**config.mk**
```make
export PLATFORM = sky130hd
export DESIGN_NAME = watch_countdown_timer_flat
export DESIGN_NICKNAME = d
export VERILOG_FILES = /design/src/rtl/watch_countdown_timer_pkg.sv /design/src/rtl/watch_countdown_timer_if.sv /design/src/rtl/watch_countdown_timer_bcd_down_digit.sv /design/src/rtl/watch_countdown_timer.sv /design/src/flat_wrapper.sv
export SDC_FILE = /design/constraint.sdc
export NUM_CORES = 1
export LEC_CHECK = 0
export CORE_UTILIZATION = 35
export CTS_CLUSTER_SIZE = 20
export DETAILED_ROUTE_END_ITERATION = 16
export MAX_ROUTING_LAYER = met4
export PLACE_DENSITY = 0.69
export SLEW_MARGIN = 20
export SYNTH_ARGS = -nofsm -noshare
export SYNTH_HDL_FRONTEND = slang
export SYNTH_SLANG_ARGS = --single-unit
```
**constraint.sdc**
```tcl
create_clock -name clk -period 4 [get_ports clk]
set_input_delay 0.6 -clock clk [delete_from_list [all_inputs] [get_ports clk]]
set_output_delay 0.6 -clock clk [all_outputs]
set_load 0.03 [all_outputs]
```
**src/rtl/watch_countdown_timer_pkg.sv**
```systemverilog
// watch_pkg: shared state encoding and BCD digit limits for the watch timer blocks
package watch_pkg;
  typedef enum logic [1:0] {TMR_IDLE, TMR_RUN, TMR_PAUSED, TMR_EXPIRED} tmr_state_e;
  localparam int BCD_W = 4;
  localparam logic [BCD_W-1:0] SEC_TENS_MAX = 4'd5;
  localparam logic [BCD_W-1:0] DIGIT_MAX = 4'd9;
  localparam int HOUR_MAX = 12;
endpackage

```
**src/rtl/watch_countdown_timer_if.sv**
```systemverilog
// watch_countdown_timer_if: control/preset inputs and BCD/status outputs of the countdown timer
//   master drives tick/load/preset_*/start_resume/stop and reads hh/mm/ss/running/expired/done/load_err
//   slave is the timer side
interface watch_countdown_timer_if;
  logic tick, load, start_resume, stop;
  logic [7:0] preset_h, preset_m, preset_s;
  logic [7:0] hh, mm, ss;
  logic running, expired, done, load_err;
  modport master (output tick, load, preset_h, preset_m, preset_s, start_resume, stop,
                  input hh, mm, ss, running, expired, done, load_err);
  modport slave (input tick, load, preset_h, preset_m, preset_s, start_resume, stop,
                 output hh, mm, ss, running, expired, done, load_err);
endinterface

```
**src/rtl/watch_countdown_timer_bcd_down_digit.sv**
```systemverilog
// bcd_down_digit: one BCD digit that loads a value and counts down, wrapping 0 -> MAX
//   clk, reset (sync, active-high), load/load_val, dec_en in; digit, borrow_out out
module bcd_down_digit import watch_pkg::*; #(
  parameter logic [BCD_W-1:0] MAX = DIGIT_MAX
) (
  input  logic             clk,
  input  logic             reset,
  input  logic             load,
  input  logic [BCD_W-1:0] load_val,
  input  logic             dec_en,
  output logic [BCD_W-1:0] digit,
  output logic             borrow_out
);
  always_ff @(posedge clk)
    digit <= reset ? '0 : load ? load_val : dec_en ? (digit == '0 ? MAX : digit - 1'b1) : digit;
  assign borrow_out = dec_en && digit == '0;
endmodule

```
**src/rtl/watch_countdown_timer.sv**
```systemverilog
// watch_countdown_timer: BCD HH:MM:SS countdown with load validation, pause/resume and expiry
//   clk, reset (sync, active-high); bus (slave) carries tick/load/presets/start_resume/stop in,
//   hh/mm/ss BCD, running, expired, done pulse, load_err pulse out
module watch_countdown_timer #(
  parameter int HOUR_MAX = watch_pkg::HOUR_MAX
) (
  input logic                  clk,
  input logic                  reset,
  watch_countdown_timer_if.slave bus
);
  import watch_pkg::*;
  tmr_state_e r_state, w_next;
  logic [7:0] r_hh, w_hval;
  logic r_done, r_load_err;
  logic w_valid, w_load_ok, w_dec, w_hdec, w_zero, w_one;
  logic w_b0, w_b1, w_b2, w_b3;
  logic [BCD_W-1:0] w_s0, w_s1, w_m0, w_m1;
  assign w_hval = 8'(bus.preset_h[7:4]) * 8'd10 + 8'(bus.preset_h[3:0]);
  assign w_valid = bus.preset_h[3:0] <= DIGIT_MAX && w_hval <= 8'(HOUR_MAX) &&
                   bus.preset_m[7:4] <= SEC_TENS_MAX && bus.preset_m[3:0] <= DIGIT_MAX &&
                   bus.preset_s[7:4] <= SEC_TENS_MAX && bus.preset_s[3:0] <= DIGIT_MAX;
  assign w_load_ok = bus.load && w_valid;
  // any load (even a rejected one) or stop consumes the tick of that cycle
  assign w_dec = r_state == TMR_RUN && bus.tick && !bus.load && !bus.stop;
  bcd_down_digit #(.MAX(DIGIT_MAX)) u_s0 (.clk, .reset, .load(w_load_ok), .load_val(bus.preset_s[3:0]),
    .dec_en(w_dec), .digit(w_s0), .borrow_out(w_b0));
  bcd_down_digit #(.MAX(SEC_TENS_MAX)) u_s1 (.clk, .reset, .load(w_load_ok), .load_val(bus.preset_s[7:4]),
    .dec_en(w_b0), .digit(w_s1), .borrow_out(w_b1));
  bcd_down_digit #(.MAX(DIGIT_MAX)) u_m0 (.clk, .reset, .load(w_load_ok), .load_val(bus.preset_m[3:0]),
    .dec_en(w_b1), .digit(w_m0), .borrow_out(w_b2));
  bcd_down_digit #(.MAX(SEC_TENS_MAX)) u_m1 (.clk, .reset, .load(w_load_ok), .load_val(bus.preset_m[7:4]),
    .dec_en(w_b2), .digit(w_m1), .borrow_out(w_b3));
  assign w_hdec = w_b3 && r_hh != 8'd0;
  assign w_zero = {r_hh, w_m1, w_m0, w_s1, w_s0} == 24'd0;
  // a decrement from exactly one second left is the one that lands on zero
  assign w_one = {r_hh, w_m1, w_m0, w_s1, w_s0} == 24'd1;
  always_comb begin
    w_next = w_load_ok ? TMR_IDLE :
             bus.load ? r_state :
             (bus.stop && r_state == TMR_RUN) ? TMR_PAUSED :
             (bus.start_resume && (r_state == TMR_IDLE || r_state == TMR_PAUSED) && !w_zero) ? TMR_RUN :
             (w_dec && w_one) ? TMR_EXPIRED : r_state;
  end
  always_ff @(posedge clk) begin
    r_state <= reset ? TMR_IDLE : w_next;
    r_done <= !reset && w_dec && w_one;
    r_load_err <= !reset && bus.load && !w_valid;
    r_hh <= reset ? 8'd0 : w_load_ok ? bus.preset_h :
            w_hdec ? (r_hh[3:0] == 4'd0 ? {r_hh[7:4] - 4'd1, DIGIT_MAX} : {r_hh[7:4], r_hh[3:0] - 4'd1}) : r_hh;
  end
  assign bus.hh = r_hh;
  assign bus.mm = {w_m1, w_m0};
  assign bus.ss = {w_s1, w_s0};
  assign bus.running = r_state == TMR_RUN;
  assign bus.expired = r_state == TMR_EXPIRED;
  assign bus.done = r_done;
  assign bus.load_err = r_load_err;
endmodule

```
**src/flat_wrapper.sv**
```systemverilog
// flat-port wrapper written by rule: the top's interface ports become plain ports
module watch_countdown_timer_flat import watch_pkg::*;
#(
  parameter int HOUR_MAX = watch_pkg::HOUR_MAX
)
  (clk, reset, bus_tick, bus_load, bus_preset_h, bus_preset_m, bus_preset_s, bus_start_resume, bus_stop, bus_hh, bus_mm, bus_ss, bus_running, bus_expired, bus_done, bus_load_err);
  watch_countdown_timer_if bus_i ();
  input logic clk;
  input logic reset;
  input wire logic [$bits(bus_i.tick)-1:0] bus_tick;
  input wire logic [$bits(bus_i.load)-1:0] bus_load;
  input wire logic [$bits(bus_i.preset_h)-1:0] bus_preset_h;
  input wire logic [$bits(bus_i.preset_m)-1:0] bus_preset_m;
  input wire logic [$bits(bus_i.preset_s)-1:0] bus_preset_s;
  input wire logic [$bits(bus_i.start_resume)-1:0] bus_start_resume;
  input wire logic [$bits(bus_i.stop)-1:0] bus_stop;
  output wire logic [$bits(bus_i.hh)-1:0] bus_hh;
  output wire logic [$bits(bus_i.mm)-1:0] bus_mm;
  output wire logic [$bits(bus_i.ss)-1:0] bus_ss;
  output wire logic [$bits(bus_i.running)-1:0] bus_running;
  output wire logic [$bits(bus_i.expired)-1:0] bus_expired;
  output wire logic [$bits(bus_i.done)-1:0] bus_done;
  output wire logic [$bits(bus_i.load_err)-1:0] bus_load_err;
  assign bus_i.tick = bus_tick;
  assign bus_i.load = bus_load;
  assign bus_i.preset_h = bus_preset_h;
  assign bus_i.preset_m = bus_preset_m;
  assign bus_i.preset_s = bus_preset_s;
  assign bus_i.start_resume = bus_start_resume;
  assign bus_i.stop = bus_stop;
  assign bus_hh = bus_i.hh;
  assign bus_mm = bus_i.mm;
  assign bus_ss = bus_i.ss;
  assign bus_running = bus_i.running;
  assign bus_expired = bus_i.expired;
  assign bus_done = bus_i.done;
  assign bus_load_err = bus_i.load_err;
  watch_countdown_timer #(.HOUR_MAX(HOUR_MAX)) u_core (.clk(clk), .reset(reset), .bus(bus_i));
endmodule
```
==> results of run 1 <==
where the power goes:
part           internal [mW]  total, mW  switching (mW)  leakage, nW
clock network          0.134      0.228          0.0933       0.0357
registers              0.280      0.281         0.00133        0.226
logic                 0.0531      0.101          0.0483        0.694
total                  0.467      0.610           0.143        0.955
metal layers:
layer	vias up	global-route usage (%)	routed length [um]
li1	901	-	-
met1	825	22.5	2190
met2	43	30.5	2200
met3	7	1.46	182
met4	0	5.76	73
met5	-	-	0
worst max path at each step:
stage	cells past startpoint	endpoint	slack (ns)	startpoint
after floorplan	10	u_core.u_s0.digit[0]$_SDFFE_PP0P_	0.86	bus_preset_h[5]
after global placement	10	u_core.u_s0.digit[1]$_SDFFE_PP0P_	0.23	bus_preset_h[6]
after detailed placement	10	u_core.u_s1.digit[2]$_SDFFE_PP0P_	0.15	bus_preset_h[5]
after CTS	10	u_core.u_s1.digit[2]$_SDFFE_PP0P_	0.45	bus_preset_h[5]
after global routing	10	u_core.u_s0.digit[1]$_SDFFE_PP0P_	0.28	bus_preset_h[5]
final	10	u_core.u_s0.digit[1]$_SDFFE_PP0P_	0.43	bus_preset_h[5]
layout make-up:
class / instances / area (um2) / share of cell area (%)
Clock buffer: 3 / 41.3 / 1.59
Clock inverter: 1 / 30.0 / 1.16
Inverter: 4 / 15.0 / 0.579
Multi-Input combinational cell: 176 / 1260 / 48.5
Sequential cell: 28 / 561 / 21.6
Tap cell: 70 / 87.6 / 3.38
Timing Repair Buffer: 61 / 601 / 23.2
Yosys cell counts (2+ instances only):
master | n | share of area (%)
xnor2_1 | 6 | 2.8
buf_6 | 3 | 1.8
a31oi_1 | 2 | 0.66
inv_1 | 4 | 0.80
dfxtp_1 | 28 | 30
a21o_1 | 3 | 1.2
nor2_1 | 41 | 8.2
o21ai_0 | 5 | 1.3
nor2b_1 | 3 | 1.0
a211oi_2 | 16 | 11
nor3b_1 | 3 | 1.2
a21oi_1 | 5 | 1.3
nand2_1 | 14 | 2.8
nand2b_1 | 3 | 1.0
or2_2 | 2 | 0.66
nor4_2 | 2 | 1.3
nor4_1 | 4 | 1.3
ha_1 | 9 | 6.0
fa_1 | 2 | 2.1
clkbuf_1 | 4 | 0.80
mux2i_1 | 4 | 2.1
xor2_1 | 8 | 3.7
nand3_1 | 2 | 0.53
o211ai_1 | 4 | 1.6
nor3_1 | 14 | 3.7
o311a_1 | 2 | 1.1
and3_1 | 2 | 0.66
a211oi_1 | 2 | 0.80
registers in the layout, indices dropped and copies added, names as in the netlist:
register and cells:
u_core.u_m1.digit 4, u_core.bus.done 1, u_core.r_state 2, u_core.u_s1.digit 4
u_core.u_s0.digit 4, u_core.u_m0.digit 4, u_core.bus.load_err 1, u_core.bus.hh 8
worst max-delay path, stage by stage:
cell and delay (ns):
clkdlybuf4s50_1 0.43, ha_1 0.32, ha_1 0.23, fa_1 0.43
xnor2_1 0.26, a21boi_2 0.21, o2111ai_2 0.15, or4b_4 0.79
o211ai_1 0.20, a31oi_1 0.09
metrics by stage:
| stage | setup WS, ns | power [mW] |
|---|---|---|
| after floorplan | 0.864 | 0.338 |
| after CTS | 0.445 | 0.614 |
| after detailed placement | 0.148 | 0.388 |
| after global placement | 0.235 | 0.387 |
| after global routing | 0.283 | 0.631 |
| final | 0.434 | 0.610 |
logic make-up (layout without fill, tap and decap cells):
logic type / after synthesis / after routing
xor gates and xnor gates: 14 / 14
adders and majority gates: 11 / 11
muxes: 5 / 5
buffers and inverters: 12 / 69
AOI/OAI and AO/OA: 47 / 47
DFF: 28 / 28
and+or+nand+nor: 99 / 99
==> flow_metrics.tcl, run 1 <==
set metrics [dict create \
    status "finished, final reports clean" \
    cts_tree "built" \
    relSlewSlack_pct 61.6 \
    synthCells 216 \
    fin_hold_ws_ns 0.489 \
    hold_viol 0 \
    dpl_cell_area_um2 2520 \
    cts_hold_repair.buffers 0 \
    core_area_um2 5140 \
    finalSetupTns_ns 0 \
    synth_area_um2 1880 \
    setup_violations 0 \
    r2r_end "u_core.bus.hh[2]$_SDFFE_PP0P_" \
    crit_arrival_ns 3.72 \
    cts-resized-gates 0 \
    rr_startpoint "u_core.r_state[0]$_SDFFE_PP0P_" \
    final_common_cell "clkdlybuf4s50_1" \
    rsz0062_at_grt "no" \
    path_class "primary input to register" \
    critPathRequiredTime_ns 4.16 \
    grt_first_pass_wirelength_um 7590 \
    hpwlAfterDp_um 3560 \
    crit_path_max_fanout 38 \
    clock_skew_ns 0.00903 \
    dieArea_um2 5680 \
    cts_root_buf "clkbuf_8" \
    min_to "u_core.u_m1.digit[3]$_SDFFE_PP0P_" \
    hp-start "u_core.u_m1.digit[3]$_SDFFE_PP0P_" \
    p_leak_nw 0.955 \
    dpl.cell_count 339 \
    ant_nets 0 \
    hold_path_depth 1 \
    endpoint_kind "register" \
    antenna_found_initial 0 \
    viasPerCell 5.18 \
    grt_remaining_overflow 0 \
    synthToLayoutAreaGrowth_pct 37.5 \
    io_pins 58 \
    reg2reg_slack_ns 1.51 \
    clkSinkCount 28 \
    die_h_um 75.4 \
    drv_cap 0 \
    min_path_type "register to register" \
    fin_nets 315 \
    avgSynthCellArea_um2 8.72 \
    diodes 0 \
    fill_cells 511 \
    peakVddDrop_uv 128 \
    synthArstFlopShare_pct 0 \
    cts_buffers 3 \
    synth-warning-count 0 \
    clkLatencyLatePin_ns 0.28 \
    synth-xor-area-share_pct 6.51 \
    tightest_slew_ns 0.572 \
    r2r_cells 6 \
    synth_top_family_by_area "simple AND/OR/NAND/NOR gates" \
    htree_levels 1 \
    final_cells 343 \
    rows 26 \
    post_cts_buffers 0 \
    drive_gt1_share_pct 12.1 \
    layout_common_cells "57 x clkdlybuf4s50_1, 41 x nor2_1, 28 x dfxtp_1, 16 x a211oi_2" \
    synthFlopType "dfxtp_1" \
    slew_viol_final 0 \
    die_w_um 75.4 \
    cts_buffer_depth 2 \
    fin_util_pct 50.4 \
    dr.pass1.iters 4 \
    critPathLaunchType "primary input" \
    detail_route.wl_per_cell_um 13.5 \
    seq_area_frac_synth_pct 29.7 \
    dr_total_vias 1776 \
    finalCriticalPeriod_ns 3.57 \
    drc 0 \
    start_util_pct 36.7 \
    grt_start_max_net_pins 39 \
    place.gp.congestion 0.903 \
    grt_pass1_vias 1672 \
    design_area_um2 2590 \
    path_clk_slew_ns 0.10 \
    drtIter0Drc 73 \
    clock.fmax_mhz 280 \
    synth-seq-cells 28 \
    synthSimpleGateAreaFrac_pct 26.5 \
    synth_fa_ha_area_share_pct 8.10 \
    cellPowerDensity_nw_per_um2 235 \
    io_buffer_count 57 \
    wl_um 4640 \
    synth_edf_count 0 \
    synth_compound_area_share_pct 22.8 \
    ys_types 47 \
    grt_usage_pct 17.9 \
    fin_crit_sh_pct 89.2 \
    synthMuxAreaShare_pct 2.72 \
    synthesis.nets 257 \
]
(Power assumes the default switching activity.)
==> run 2: changes to the inputs <==
--- a/config.mk
+++ b/config.mk
@@ -8,6 +8,7 @@
 export CORE_UTILIZATION = 35
 export CTS_CLUSTER_SIZE = 20
 export DETAILED_ROUTE_END_ITERATION = 16
+export GPL_ROUTABILITY_DRIVEN = 0
 export MAX_ROUTING_LAYER = met4
 export PLACE_DENSITY = 0.69
 export SLEW_MARGIN = 20
==> results of run 2 <==
Same layout as run 1: the final DEF is identical, and so are final timing and power.
